$ cat config.mk
export PLATFORM = sky130hd
export DESIGN_NAME = mem_copy_dma
export DESIGN_NICKNAME = d
export VERILOG_FILES = /design/src/rtl/mem_copy_dma_pkg.sv /design/src/rtl/mem_copy_dma.sv
export SDC_FILE = /design/constraint.sdc
export NUM_CORES = 1
export LEC_CHECK = 0
export ABC_CLOCK_PERIOD_IN_PS = 14300
export CAP_MARGIN = 15
export CORE_MARGIN = 5
export CORE_UTILIZATION = 45
export DETAILED_ROUTE_END_ITERATION = 6
export GPL_TIMING_DRIVEN = 0
export PLACE_DENSITY = 0.69
export SETUP_SLACK_MARGIN = 0.4
export SLEW_MARGIN = 20
export SYNTH_ARGS = -nofsm -noshare
export SYNTH_HDL_FRONTEND = slang
export SYNTH_SLANG_ARGS = --single-unit
$ cat constraint.sdc
create_clock -name clk -period 14.3 [get_ports clk]
set_input_delay 4.29 -clock clk [delete_from_list [all_inputs] [get_ports clk]]
set_output_delay 4.29 -clock clk [all_outputs]
set_load 0.01 [all_outputs]
$ cat src/rtl/mem_copy_dma_pkg.sv
// Shared types and constants for the memory copy/fill DMA engine.
package dma_pkg;

  typedef enum logic [1:0] {
    IDLE = 2'd0,
    RD   = 2'd1,
    WR   = 2'd2,
    DONE = 2'd3
  } dma_state_t;

  localparam logic MODE_COPY = 1'b0;
  localparam logic MODE_FILL = 1'b1;

  // Word pointer to byte address; the low two bits are always zero.
  function automatic logic [31:0] word_to_byte(input logic [29:0] w);
    return {w, 2'b00};
  endfunction

endpackage

$ cat src/rtl/mem_copy_dma.sv
// Word-granular block copy / fill engine sharing the unified memory port
// with the processor through a req/gnt handshake.
module mem_copy_dma
  import dma_pkg::*;
#(
  parameter int LEN_W = 16
) (
  input  logic             clk,
  input  logic             reset,
  input  logic             start,
  input  logic             mode,
  input  logic [31:0]      src_addr,
  input  logic [31:0]      dst_addr,
  input  logic [LEN_W-1:0] len_words,
  input  logic [31:0]      fill_data,
  output logic             busy,
  output logic             done,
  output logic             mem_req,
  input  logic             mem_gnt,
  output logic             mem_we,
  output logic [31:0]      mem_a,
  output logic [31:0]      mem_wd,
  input  logic [31:0]      mem_rd
);

  dma_state_t       state_r;
  logic [29:0]      src_r;
  logic [29:0]      dst_r;
  logic [LEN_W-1:0] rem_r;
  logic             mode_r;
  logic [31:0]      fill_r;
  logic [31:0]      data_r;

  // Write strobe follows the grant directly so a write can never happen ungranted.
  always_comb begin
    if (state_r == WR) begin
      mem_we = mem_gnt;
    end else begin
      mem_we = 1'b0;
    end
  end

  // Command FSM with pointer/count datapath; bus outputs are registered alongside the state.
  always_ff @(posedge clk or posedge reset) begin
    if (reset) begin
      state_r <= IDLE;
      src_r   <= 30'd0;
      dst_r   <= 30'd0;
      rem_r   <= '0;
      mode_r  <= MODE_COPY;
      fill_r  <= 32'd0;
      data_r  <= 32'd0;
      busy    <= 1'b0;
      done    <= 1'b0;
      mem_req <= 1'b0;
      mem_a   <= 32'd0;
      mem_wd  <= 32'd0;
    end else begin
      case (state_r)
        IDLE: begin
          done <= 1'b0;
          if (start) begin
            src_r  <= src_addr[31:2];
            dst_r  <= dst_addr[31:2];
            rem_r  <= len_words;
            mode_r <= mode;
            fill_r <= fill_data;
            if (len_words == '0) begin
              state_r <= DONE;
              done    <= 1'b1;
            end else if (mode == MODE_FILL) begin
              state_r <= WR;
              busy    <= 1'b1;
              mem_req <= 1'b1;
              mem_a   <= word_to_byte(dst_addr[31:2]);
              mem_wd  <= fill_data;
            end else begin
              state_r <= RD;
              busy    <= 1'b1;
              mem_req <= 1'b1;
              mem_a   <= word_to_byte(src_addr[31:2]);
              mem_wd  <= 32'd0;
            end
          end else begin
            state_r <= IDLE;
          end
        end
        RD: begin
          if (mem_gnt) begin
            data_r  <= mem_rd;
            state_r <= WR;
            mem_a   <= word_to_byte(dst_r);
            mem_wd  <= mem_rd;
          end else begin
            state_r <= RD;
          end
        end
        WR: begin
          if (mem_gnt) begin
            src_r <= src_r + 30'd1;
            dst_r <= dst_r + 30'd1;
            rem_r <= rem_r - LEN_W'(1);
            if (rem_r == LEN_W'(1)) begin
              state_r <= DONE;
              busy    <= 1'b0;
              done    <= 1'b1;
              mem_req <= 1'b0;
              mem_a   <= 32'd0;
              mem_wd  <= 32'd0;
            end else if (mode_r == MODE_FILL) begin
              state_r <= WR;
              mem_a   <= word_to_byte(dst_r + 30'd1);
              mem_wd  <= fill_r;
            end else begin
              state_r <= RD;
              mem_a   <= word_to_byte(src_r + 30'd1);
              mem_wd  <= 32'd0;
            end
          end else begin
            state_r <= WR;
          end
        end
        DONE: begin
          state_r <= IDLE;
          done    <= 1'b0;
          busy    <= 1'b0;
          mem_req <= 1'b0;
          mem_a   <= 32'd0;
          mem_wd  <= 32'd0;
        end
        default: begin
          state_r <= IDLE;
          busy    <= 1'b0;
          done    <= 1'b0;
          mem_req <= 1'b0;
          mem_a   <= 32'd0;
          mem_wd  <= 32'd0;
        end
      endcase
    end
  end

endmodule

==> results of run 1 <==
layout make-up:
type / instances / share of cell area [%]
plain buffers: 110 / 3.20
multi-input cells: 1000 / 41.7
repair buffers: 212 / 15.6
flip-flops and latches: 175 / 31.6
inverters: 27 / 0.785
well taps: 319 / 2.88
clock inverters: 15 / 1.20
clock buffers: 17 / 3.07
registers in the layout, indices dropped and copies added, names as in the netlist:
signal,cells
mem_req,1
mem_a,30
dst_r,30
state_r,2
done,1
rem_r,16
src_r,30
mem_wd,32
fill_r,32
mode_r,1
logic make-up (layout without fill, tap and decap cells):
family,count (synthesis),in the layout,share of synthesized area (%)
AOI/OAI and AO/OA,426,426,25.2
xor gates and xnor gates,51,51,4.17
adders and majority gates,4,4,0.468
buffers and inverters,137,381,5.10
DFF,175,175,40.9
muxes,36,36,3.40
other,1,2,0.0350
and+or+nand+nor,481,481,20.7
power by group:
| group | switching, W | leakage, nW | internal, W |
|---|---|---|---|
| Combinational | 0.00130 | 3.16 | 0.000722 |
| Sequential | 0.000224 | 2.07 | 0.000751 |
| Clock | 0.000255 | 0.284 | 0.000237 |
cell usage after synthesis (4+ instances only):
cell type  number  share of area, %
o22ai_1        21               1.2
xor2_1         16               1.3
buf_1           9              0.32
a31oi_1        18               1.1
buf_2          14              0.65
nor2_1        136               4.8
mux2i_1        33               3.1
nor3_1         23               1.1
xnor2_1        35               2.9
clkbuf_1       82               2.9
and4_1         10              0.82
inv_1          26              0.91
and3_1          7              0.41
nand2_1       189               6.6
o21ai_0       104               4.9
a21oi_1       150               7.0
o31ai_1         7              0.49
ha_1            4              0.47
o21a_1          6              0.42
a222oi_1       29               2.7
o22a_1         20               1.6
or4_4           6              0.63
dfrtp_1       175                41
nand4_1        21               1.2
o211ai_1        4              0.28
a221oi_1        4              0.33
a221oi_2        4              0.56
a211oi_1        6              0.42
nor4_1         21               1.2
and2_1          8              0.47
nand3_1        41               1.9
a22oi_1        14              0.98
cell usage in the layout, fill, tap and decap left out, types with 14 or more instances in the layout:
cell type and count:
xor2_1 16, a222oi_1 29, o22a_1 20, xnor2_1 35
o21ai_0 104, mux2i_1 33, a21oi_1 150, clkbuf_1 82
clkbuf_16 17, nor3_1 23, nand3_1 41, a31oi_1 18
inv_1 25, o22ai_1 21, nand4_1 21, a22oi_1 14
nand2_1 189, nor4_1 21, buf_2 14, clkdlybuf4s50_1 210
nor2_1 136, dfrtp_1 175
path summary, 6_finish.rpt:
kind                                   startpoint  slack [ns]                endpoint
hold / removal             fill_r[31]$_DFFE_PP0P_        0.48  fill_r[31]$_DFFE_PP0P_
hold reg to reg            fill_r[31]$_DFFE_PP0P_        0.48  fill_r[31]$_DFFE_PP0P_
setup / recovery                          mem_gnt        4.24                  mem_we
max in group asynchronous                   reset        9.41   src_r[27]$_DFFE_PP0P_
setup reg to reg             state_r[0]$_DFF_PP0_       10.28    dst_r[3]$_DFFE_PP0P_
min in group asynchronous                   reset        4.20  fill_r[26]$_DFFE_PP0P_
worst register-to-register path: cells and delay by family, from the launching register on:
family | cells | cell delay, ns
simple gates | 2 | 1.26
buf+inv | 2 | 1.35
flops | 1 | 0.41
compound gates | 2 | 0.83
metrics by stage:
stage	instance area [um^2]	utilization (%)	cells	total power [W]	hold slack, ns
after global routing	13900	59.1	1875	0.00366	0.501
after global placement	13200	56.3	1841	0.00290	0.457
after detailed placement	13300	56.5	1843	0.00293	0.463
final	13900	59.1	1875	0.00348	0.478
after floorplan	10700	-	1312	0.00208	0.445
after CTS	13900	59.1	1875	0.00342	0.481
per-layer routing:
| layer | GRT usage (%) | up-vias | share of wire [%] |
|---|---|---|---|
| li1 | - | 5246 | - |
| met3 | 7.08 | 144 | 12 |
| met4 | 14.2 | 0 | 4.4 |
| met2 | 55.1 | 845 | 44 |
| met5 | 0 | - | 0 |
| met1 | 47.5 | 5631 | 40 |
==> metrics.txt, run 1 <==
# TYPE chip_impl_metric gauge
chip_impl_info{name="run_status",value="completed"} 1
chip_impl_info{name="worstHoldPathType",value="reg -> reg"} 1
chip_impl_metric{name="grt_pass1_vias",unit=""} 11310
chip_impl_metric{name="ff2ff_path_depth",unit=""} 6
chip_impl_metric{name="clk_pin_slew",unit="ns"} 0.07
chip_impl_info{name="start_kind",value="primary input"} 1
chip_impl_metric{name="pnr_worst_setup_slack",unit="ns"} 4.24
chip_impl_metric{name="n_fill_cell",unit=""} 2184
chip_impl_metric{name="routed-via-count",unit=""} 11866
chip_impl_metric{name="rows",unit=""} 56
chip_impl_info{name="ys_dominant_reg_cell",value="dfrtp_1"} 1
chip_impl_info{name="ctsRootBufferMaster",value="clkbuf_16"} 1
chip_impl_metric{name="synth.yosys.warnings",unit=""} 0
chip_impl_metric{name="total_negative_slack_for_setup_checks",unit="ns"} 0
chip_impl_metric{name="finClkSkew",unit="ns"} 0.0154
chip_impl_metric{name="timing.final.hold_violations",unit=""} 0
chip_impl_metric{name="post_cts_resized",unit=""} 0
chip_impl_metric{name="cp.buffers_inverters",unit=""} 3
chip_impl_metric{name="period_needed",unit="ns"} 10.06
chip_impl_metric{name="slew_headroom",unit="%"} 28.4
chip_impl_metric{name="slowest_delay",unit="ns"} 0.64
chip_impl_metric{name="ctsLongestPathBuffers",unit=""} 2
chip_impl_info{name="most_frequent_cp_cell",value="clkdlybuf4s50_1"} 1
chip_impl_metric{name="floorplan.die_area",unit="um^2"} 27000
chip_impl_metric{name="nets",unit=""} 1696
chip_impl_info{name="cts_tree",value="done"} 1
chip_impl_metric{name="dp_hpwl",unit="um"} 35800
chip_impl_metric{name="synth-seq-area-share",unit="%"} 40.9
chip_impl_metric{name="clock_sink_count",unit=""} 175
chip_impl_info{name="setup.worst_path.end_class",value="output port"} 1
chip_impl_metric{name="final-seq-area",unit="um^2"} 4380
chip_impl_metric{name="synth_area_per_cell",unit="um^2"} 8.17
chip_impl_metric{name="ir_worst_vdd",unit="uV"} 160
chip_impl_info{name="rsz_0062_raised_after_global_routing",value="no"} 1
chip_impl_metric{name="insertion_delay",unit="ns"} 0.45
chip_impl_metric{name="detail_route.wl_per_cell",unit="um"} 25.7
chip_impl_metric{name="grt_pass1_wl",unit="um"} 71000
chip_impl_metric{name="ys_seq_elements",unit=""} 175
chip_impl_info{name="cpMaxStageDelayCell",value="clkdlybuf4s50_1"} 1
chip_impl_metric{name="finalSetupViolCount",unit=""} 0
chip_impl_metric{name="worst_pin_slew",unit="ns"} 1.07
chip_impl_metric{name="gp_routability_congestion",unit=""} 0.994
chip_impl_metric{name="drc_errors",unit=""} 0
chip_impl_info{name="path_class",value="in -> out"} 1
chip_impl_metric{name="route.antenna.remaining_nets",unit=""} 0
chip_impl_metric{name="grt_max_degree",unit=""} 80
chip_impl_metric{name="cp_data_arrival_time",unit="ns"} 5.77
chip_impl_metric{name="worst-path-stages",unit=""} 4
chip_impl_metric{name="diodes",unit=""} 0
chip_impl_metric{name="postCtsSetupRepairBufs",unit=""} 0
chip_impl_metric{name="initial_antenna_violation_count",unit=""} 0
chip_impl_info{name="critical_path.cell_chain",value="clkdlybuf4s50_1, inv_1, nor2_1, clkdlybuf4s50_1"} 1
chip_impl_metric{name="worstPathRequired",unit="ns"} 10.01
chip_impl_metric{name="drt_wl_total",unit="um"} 48200
chip_impl_metric{name="gr-usage-all-layers",unit="%"} 35.1
chip_impl_metric{name="fp.dieH",unit="um"} 164
chip_impl_metric{name="post_synth_num_cell_types",unit=""} 70
chip_impl_metric{name="cellPowerDensity",unit="nW/um^2"} 251
chip_impl_metric{name="synthesis.instances",unit=""} 1311
chip_impl_metric{name="area_delta_synth_final",unit="%"} 29.5
chip_impl_metric{name="die_width",unit="um"} 164
chip_impl_metric{name="global_route.overflow_total",unit=""} 0
chip_impl_metric{name="boundaryPins",unit=""} 217
chip_impl_metric{name="timing.critical_path.fanout_max",unit=""} 3
chip_impl_metric{name="final-max-slew-violation-count",unit=""} 0
chip_impl_metric{name="floorplan.initialDensity",unit="%"} 45.6
chip_impl_metric{name="post_placement_worst_setup_slack",unit="ns"} 4.30
chip_impl_metric{name="min_period_over_period",unit="%"} 70.3
chip_impl_metric{name="ctsHoldBuffers",unit=""} 0
chip_impl_metric{name="min_path_cells",unit=""} 2
chip_impl_metric{name="fmax",unit="MHz"} 99.4
chip_impl_metric{name="i_o_buffers",unit=""} 210
chip_impl_metric{name="drt_pre_antenna_iters",unit=""} 7
chip_impl_metric{name="floorplan.core_area",unit="um^2"} 23500
chip_impl_metric{name="maxCapViolations",unit=""} 0
chip_impl_metric{name="post_synthesis_cell_area",unit="um^2"} 10700
chip_impl_metric{name="htree_levels",unit=""} 4
chip_impl_info{name="cp_top_family",value="buffers and inverters"} 1
chip_impl_metric{name="synth-edff-count",unit=""} 0
chip_impl_metric{name="synth_async_sr_flop_share",unit="%"} 100
chip_impl_metric{name="cts_made_buffers",unit=""} 17
chip_impl_metric{name="drt_first_iter_violations",unit=""} 1844
chip_impl_metric{name="routed_via_density",unit=""} 6.33
chip_impl_metric{name="leakagePower",unit="nW"} 5.52
chip_impl_metric{name="area_occupied_by_multi_input_gates",unit="um^2"} 5780
chip_impl_metric{name="drive_gt1_share",unit="%"} 4.88
Note: power is estimated with default switching activity, not from simulation.
==> inputs of run 2 (changes only) <==
--- a/config.mk
+++ b/config.mk
@@ -5,13 +5,13 @@
 export SDC_FILE = /design/constraint.sdc
 export NUM_CORES = 1
 export LEC_CHECK = 0
-export ABC_CLOCK_PERIOD_IN_PS = 14300
+export ABC_CLOCK_PERIOD_IN_PS = 9040
 export CAP_MARGIN = 15
 export CORE_MARGIN = 5
 export CORE_UTILIZATION = 45
 export DETAILED_ROUTE_END_ITERATION = 6
 export GPL_TIMING_DRIVEN = 0
-export PLACE_DENSITY = 0.69
+export PLACE_DENSITY = 0.72
 export SETUP_SLACK_MARGIN = 0.4
 export SLEW_MARGIN = 20
 export SYNTH_ARGS = -nofsm -noshare
==> constraint.sdc (replaced) <==
create_clock -name clk -period 9.04 [get_ports clk]
set_input_delay 2.712 -clock clk [delete_from_list [all_inputs] [get_ports clk]]
set_output_delay 2.712 -clock clk [all_outputs]
set_load 0.01 [all_outputs]
==> metrics.txt, run 2 (synthesis gave the netlist of run 1 again) <==
# TYPE chip_impl_metric gauge
chip_impl_info{name="run_status",value="complete, but fails checks"} 1
chip_impl_info{name="violations",value="DRC"} 1
chip_impl_metric{name="routed_via_density",unit=""} 6.35
chip_impl_metric{name="clk_pin_slew",unit="ns"} 0.08
chip_impl_metric{name="min_period_over_period",unit="%"} 76.7
chip_impl_metric{name="ctsHoldBuffers",unit=""} 0
chip_impl_info{name="most_frequent_cells_in_the_layout",value="clkdlybuf4s50_1, nand2_1, dfrtp_1, a21oi_1, nor2_1"} 1
chip_impl_metric{name="cellPowerDensity",unit="nW/um^2"} 395
chip_impl_metric{name="boundaryPins",unit=""} 217
chip_impl_metric{name="slew_headroom",unit="%"} 30.9
chip_impl_metric{name="gp_routability_congestion",unit=""} 0.984
chip_impl_metric{name="floorplan.core_area",unit="um^2"} 23500
chip_impl_metric{name="fp.dieH",unit="um"} 164
chip_impl_metric{name="timing.reg2reg.setup_slack",unit="ns"} 5.12
chip_impl_metric{name="nets",unit=""} 1696
chip_impl_metric{name="period_needed",unit="ns"} 6.93
chip_impl_info{name="highest-signal-layer",value="met4"} 1
chip_impl_metric{name="drc_errors",unit=""} 4
chip_impl_metric{name="pnr_worst_setup_slack",unit="ns"} 2.11
chip_impl_metric{name="finClkSkew",unit="ns"} 0.0134
chip_impl_metric{name="maxCapViolations",unit=""} 0
chip_impl_metric{name="i_o_buffers",unit=""} 210
chip_impl_metric{name="insertion_delay",unit="ns"} 0.45
chip_impl_metric{name="floorplan.initialDensity",unit="%"} 45.6
chip_impl_metric{name="placed_area",unit="um^2"} 13300
chip_impl_metric{name="post_cts_resized",unit=""} 0
chip_impl_metric{name="gr-usage-all-layers",unit="%"} 34.2
chip_impl_metric{name="dp_hpwl",unit="um"} 34600
chip_impl_metric{name="drt_first_iter_violations",unit=""} 1774
chip_impl_info{name="setup.worst_path.end_class",value="output port"} 1
chip_impl_info{name="layout.cells.most_common",value="clkdlybuf4s50_1"} 1
chip_impl_info{name="timing.rr.end",value="dst_r[14]$_DFFE_PP0P_"} 1
chip_impl_metric{name="detail_route.wl_per_cell",unit="um"} 25.0
chip_impl_metric{name="htree_levels",unit=""} 4
chip_impl_metric{name="drt_wl_total",unit="um"} 46800
chip_impl_metric{name="cts_made_buffers",unit=""} 17
chip_impl_metric{name="grt_max_degree",unit=""} 70
chip_impl_metric{name="global_route.overflow_total",unit=""} 0
chip_impl_info{name="crit-reg2reg-launch",value="state_r[0]$_DFF_PP0_"} 1
chip_impl_metric{name="grt_pass1_wl",unit="um"} 69700
chip_impl_metric{name="wl_met1",unit="um"} 18000
chip_impl_metric{name="met3RoutedLength",unit="um"} 6220
chip_impl_info{name="biggestRegsByFlops",value="fill_r (32), mem_wd (32)"} 1
chip_impl_info{name="cts_tree",value="done"} 1
chip_impl_info{name="path_class",value="in -> out"} 1
chip_impl_metric{name="cp_data_arrival_time",unit="ns"} 4.22
chip_impl_metric{name="worstPathRequired",unit="ns"} 6.33
chip_impl_metric{name="drive_gt1_share",unit="%"} 4.88
chip_impl_metric{name="area_delta_synth_final",unit="%"} 29.7
chip_impl_metric{name="fmax",unit="MHz"} 144
chip_impl_info{name="start_kind",value="primary input"} 1
chip_impl_metric{name="leakagePower",unit="nW"} 5.53
chip_impl_metric{name="ff2ff_path_depth",unit=""} 6
chip_impl_metric{name="initial_antenna_violation_count",unit=""} 0
chip_impl_metric{name="rows",unit=""} 56
chip_impl_info{name="rsz_0062_raised_after_global_routing",value="no"} 1
chip_impl_metric{name="postCtsSetupRepairBufs",unit=""} 0
chip_impl_metric{name="grt_pass1_vias",unit=""} 11495
chip_impl_metric{name="timing.critical_path.fanout_max",unit=""} 3
chip_impl_metric{name="ir_worst_vdd",unit="uV"} 168
chip_impl_metric{name="drt_pre_antenna_iters",unit=""} 7
chip_impl_metric{name="ctsLongestPathBuffers",unit=""} 2
chip_impl_metric{name="die_width",unit="um"} 164
chip_impl_info{name="ctsRootBufferMaster",value="clkbuf_16"} 1
chip_impl_metric{name="met2RoutedLength",unit="um"} 20500
chip_impl_metric{name="fin_total_pwr",unit="W"} 0.00548
chip_impl_metric{name="route.antenna.remaining_nets",unit=""} 0
chip_impl_info{name="worstHoldPathType",value="reg -> reg"} 1
chip_impl_metric{name="clock_sink_count",unit=""} 175
chip_impl_metric{name="final-max-slew-violation-count",unit=""} 0
chip_impl_metric{name="timing.final.hold_violations",unit=""} 0
chip_impl_metric{name="worst_pin_slew",unit="ns"} 1.04
chip_impl_metric{name="floorplan.die_area",unit="um^2"} 27000
chip_impl_metric{name="post-route-cell-area",unit="um^2"} 13900
chip_impl_metric{name="routed-via-count",unit=""} 11912
chip_impl_metric{name="finalSetupViolCount",unit=""} 0
chip_impl_info{name="worst_setup_path_startpoint",value="mem_gnt"} 1
chip_impl_metric{name="diodes",unit=""} 0
chip_impl_info{name="critPathCapture",value="mem_we"} 1
chip_impl_metric{name="post_placement_worst_setup_slack",unit="ns"} 2.10
## run 2: changes by cell type in the layout (fill, tap and decap cells not counted)
cell,before,now
clkinv_4,2,1
clkinv_8,2,6
clkinvlp_4,2,0
inv_12,1,0
inv_6,2,5
inv_8,7,4
## run 2: worst max-delay path: stages
cell,delay [ns]
clkdlybuf4s50_1,0.48
inv_1,0.07
nor2_1,0.32
clkdlybuf4s50_1,0.64
## run 2: metrics by stage
step,setup TNS (ns),hold slack (ns),utilization (%),cells
floorplan,0,0.445,-,1312
global placement,-197.26,0.456,56.3,1841
detailed placement,0,0.461,56.5,1843
CTS,0,0.480,59.1,1875
global route,0,0.504,59.1,1875
finish,0,0.482,59.1,1875
## run 2: area by class of cell
type                       instances  area [um^2]
inverter                          27          109
tap                              319          399
clock buffer                      17          425
timing repair buffer             212         2160
sequential                       175         4380
multi-input combinational       1000         5780
buffer                           110          444
fill                            2169         9590
clock inverter                    15          184
## run 2: worst min-delay path by stage
stage	startpoint	end	slack (ns)	cells past startpoint
2_1_floorplan	fill_r[0]$_DFFE_PP0P_	fill_r[0]$_DFFE_PP0P_	0.44	2
3_3_place_gp	fill_r[25]$_DFFE_PP0P_	fill_r[25]$_DFFE_PP0P_	0.46	2
3_5_place_dp	fill_r[21]$_DFFE_PP0P_	fill_r[21]$_DFFE_PP0P_	0.46	2
4_1_cts	fill_r[21]$_DFFE_PP0P_	fill_r[21]$_DFFE_PP0P_	0.48	2
5_1_grt	mem_wd[9]$_DFFE_PP0P_	mem_wd[9]$_DFFE_PP0P_	0.50	2
6_report	fill_r[0]$_DFFE_PP0P_	fill_r[0]$_DFFE_PP0P_	0.48	2
## run 2: metal layers
metal	vias to the layer above	global-route usage, %
met3	163	9.08
met5	-	0
met4	0	13.5
li1	5236	-
met2	894	53.4
met1	5619	45.5
## run 2: power breakdown
| part | internal (W) | switching (W) |
|---|---|---|
| logic | 0.00114 | 0.00203 |
| registers | 0.00119 | 0.000356 |
| clock network | 0.000377 | 0.000396 |
| total | 0.00271 | 0.00278 |
==> inputs of run 3 (changes only) <==
--- a/config.mk
+++ b/config.mk
@@ -5,7 +5,7 @@
 export SDC_FILE = /design/constraint.sdc
 export NUM_CORES = 1
 export LEC_CHECK = 0
-export ABC_CLOCK_PERIOD_IN_PS = 9040
+export ABC_CLOCK_PERIOD_IN_PS = 6300
 export CAP_MARGIN = 15
 export CORE_MARGIN = 5
 export CORE_UTILIZATION = 45
==> constraint.sdc (replaced) <==
create_clock -name clk -period 6.3 [get_ports clk]
set_input_delay 1.89 -clock clk [delete_from_list [all_inputs] [get_ports clk]]
set_output_delay 1.89 -clock clk [all_outputs]
set_load 0.01 [all_outputs]
==> metrics.txt, run 3 (synthesis gave the netlist of run 1 again) <==
# TYPE chip_impl_metric gauge
chip_impl_info{name="run_status",value="complete, but fails checks"} 1
chip_impl_info{name="violations",value="DRC"} 1
chip_impl_metric{name="fp.dieH",unit="um"} 164
chip_impl_info{name="layout.cells.most_common",value="clkdlybuf4s50_1"} 1
chip_impl_metric{name="clk_pin_slew",unit="ns"} 0.08
chip_impl_metric{name="area_delta_synth_final",unit="%"} 30.3
chip_impl_metric{name="final-max-slew-violation-count",unit=""} 0
chip_impl_metric{name="combPwrFrac",unit="%"} 58.0
chip_impl_info{name="cts_tree",value="done"} 1
chip_impl_metric{name="min_period_over_period",unit="%"} 83.3
chip_impl_metric{name="boundaryPins",unit=""} 217
chip_impl_metric{name="post-route-cell-area",unit="um^2"} 13900
chip_impl_metric{name="fin_cells",unit=""} 1879
chip_impl_metric{name="power.net_switching",unit="W"} 0.00399
chip_impl_metric{name="ctsLongestPathBuffers",unit=""} 2
chip_impl_info{name="cpMaxStageDelayCell",value="clkdlybuf4s50_1"} 1
chip_impl_metric{name="clock_sink_count",unit=""} 175
chip_impl_metric{name="drive_gt1_share",unit="%"} 5.13
chip_impl_metric{name="post_cts_resized",unit=""} 0
chip_impl_metric{name="grt_pass1_vias",unit=""} 11368
chip_impl_metric{name="post-route-util",unit="%"} 59.4
chip_impl_metric{name="routed_via_density",unit=""} 6.39
chip_impl_info{name="most_frequent_cp_cell",value="clkdlybuf4s50_1"} 1
chip_impl_info{name="critical_path.cell_chain",value="clkdlybuf4s50_1, inv_1, nor2_1, clkdlybuf4s50_1"} 1
chip_impl_metric{name="slowest_delay",unit="ns"} 0.62
chip_impl_metric{name="detail_route.wl_per_cell",unit="um"} 25.1
chip_impl_metric{name="whs",unit="ns"} 0.482
chip_impl_info{name="most_frequent_cells_in_the_layout",value="clkdlybuf4s50_1, nand2_1, dfrtp_1, a21oi_1, nor2_1"} 1
chip_impl_metric{name="drt_pre_antenna_iters",unit=""} 7
chip_impl_info{name="ctsRootBufferMaster",value="clkbuf_16"} 1
chip_impl_metric{name="worst_pin_slew",unit="ns"} 1.03
chip_impl_metric{name="cts_made_buffers",unit=""} 17
chip_impl_metric{name="floorplan.core_area",unit="um^2"} 23500
chip_impl_metric{name="gp_routability_congestion",unit=""} 0.993
chip_impl_metric{name="diodes",unit=""} 0
chip_impl_info{name="worstHoldPathType",value="reg -> reg"} 1
chip_impl_metric{name="insertion_delay",unit="ns"} 0.45
chip_impl_metric{name="routed-via-count",unit=""} 12000
chip_impl_metric{name="p_int",unit="W"} 0.00388
chip_impl_metric{name="timing.critical_path.fanout_max",unit=""} 3
chip_impl_metric{name="finalSetupViolCount",unit=""} 0
chip_impl_metric{name="die_width",unit="um"} 164
chip_impl_metric{name="i_o_buffers",unit=""} 210
chip_impl_metric{name="worstPathRequired",unit="ns"} 4.41
chip_impl_info{name="cp_top_family",value="buffers and inverters"} 1
chip_impl_metric{name="timing.final.hold_violations",unit=""} 0
chip_impl_metric{name="placed_area",unit="um^2"} 13300
chip_impl_metric{name="gr-usage-all-layers",unit="%"} 34.0
chip_impl_metric{name="nets",unit=""} 1700
chip_impl_metric{name="route.antenna.remaining_nets",unit=""} 0
chip_impl_metric{name="ir_worst_vdd",unit="uV"} 314
chip_impl_metric{name="cellPowerDensity",unit="nW/um^2"} 564
chip_impl_metric{name="floorplan.initialDensity",unit="%"} 45.6
chip_impl_info{name="path_class",value="in -> out"} 1
chip_impl_metric{name="drc_errors",unit=""} 2
chip_impl_metric{name="cp_data_arrival_time",unit="ns"} 3.36
chip_impl_metric{name="leakagePower",unit="nW"} 5.55
chip_impl_metric{name="drt_first_iter_violations",unit=""} 1846
chip_impl_metric{name="seq_power_share",unit="%"} 28.1
chip_impl_metric{name="period_needed",unit="ns"} 5.25
chip_impl_metric{name="p_sw_share",unit="%"} 50.7
chip_impl_metric{name="slew_headroom",unit="%"} 31.5
chip_impl_info{name="setup.worst_path.end_class",value="output port"} 1
chip_impl_metric{name="maxCapViolations",unit=""} 0
chip_impl_metric{name="floorplan.die_area",unit="um^2"} 27000
chip_impl_metric{name="rows",unit=""} 56
chip_impl_metric{name="grt_pass1_wl",unit="um"} 69500
chip_impl_metric{name="ctsHoldBuffers",unit=""} 0
chip_impl_metric{name="fmax",unit="MHz"} 191
chip_impl_info{name="start_kind",value="primary input"} 1
chip_impl_metric{name="postCtsSetupRepairBufs",unit=""} 0
chip_impl_info{name="biggestRegsByFlops",value="fill_r (32), mem_wd (32)"} 1
chip_impl_metric{name="share_clk_of_total_power",unit="%"} 14.0
chip_impl_metric{name="place.detailed.instances",unit=""} 1847
chip_impl_info{name="rsz_0062_raised_after_global_routing",value="no"} 1
chip_impl_metric{name="total_negative_slack_for_setup_checks",unit="ns"} 0
chip_impl_metric{name="cp.buffers_inverters",unit=""} 3
chip_impl_metric{name="global_route.overflow_total",unit=""} 0
chip_impl_metric{name="dp_hpwl",unit="um"} 35100
chip_impl_metric{name="grt_max_degree",unit=""} 34
chip_impl_metric{name="drt_wl_total",unit="um"} 47100
chip_impl_metric{name="initial_antenna_violation_count",unit=""} 1
chip_impl_metric{name="finClkSkew",unit="ns"} 0.0112
chip_impl_metric{name="htree_levels",unit=""} 4
run 3: changes by cell type in the layout (fill, tap and decap cells not counted):
cell        previous run  this run
buf_12                 0         4
clkinv_4               1         3
clkinvlp_4             0         2
inv_8                  4         3
clkinv_8               6         5
inv_6                  5         3
run 3: layer usage:
metal  GRT usage (%)  vias up  part of all wire, %
li1                -     5254                    -
met1            46.0     5687                   39
met2            52.0      912                   43
met3            7.53      147                   13
met4            15.9        0                  4.9
met5               0        -                    0
run 3: path summary, 6_finish.rpt:
check / startpoint / endpoint / slack [ns] / cells past startpoint
min in group asynchronous: reset / mem_a[10]$_DFFE_PP0P_ / 1.86 / 2
worst min register to register: fill_r[7]$_DFFE_PP0P_ / fill_r[7]$_DFFE_PP0P_ / 0.48 / 2
worst max register to register: state_r[0]$_DFF_PP0_ / rem_r[6]$_DFFE_PP0P_ / 2.36 / 6
worst max-delay path: mem_gnt / mem_we / 1.05 / 4
worst min-delay path: fill_r[7]$_DFFE_PP0P_ / fill_r[7]$_DFFE_PP0P_ / 0.48 / 2
max in group asynchronous: reset / mem_a[26]$_DFFE_PP0P_ / 3.47 / 5
run 3: per-stage QoR:
step           total power (W)  setup WS [ns]
2_1_floorplan          0.00473           2.17
3_3_place_gp           0.00653          0.512
3_5_place_dp           0.00661           1.05
4_1_cts                0.00771           1.06
5_1_grt                0.00826          0.976
6_report               0.00787           1.05
run 3: layout make-up:
class	count	area, um^2
Fill cell	2128	9520
Tap cell	319	399
Sequential cell	175	4380
Buffer	110	444
Timing Repair Buffer	216	2240
Inverter	27	105
Clock inverter	15	175
Clock buffer	17	425
Multi-Input combinational cell	1000	5780
run 3: power by group through the flow:
| stage | registers (W) | logic, W | clock network (W) |
|---|---|---|---|
| 6_report | 0.00221 | 0.00456 | 0.00110 |
| 5_1_grt | 0.00228 | 0.00484 | 0.00114 |
| 4_1_cts | 0.00219 | 0.00443 | 0.00110 |
| 3_5_place_dp | 0.00221 | 0.00440 | 0 |
| 3_3_place_gp | 0.00219 | 0.00434 | 0 |
| 2_1_floorplan | 0.00219 | 0.00254 | 0 |
run 3: worst min-delay path: stages (launching register included):
cell,delay (ns)
dfrtp_1,0.35
nand2_1,0.05
nand2_1,0.05
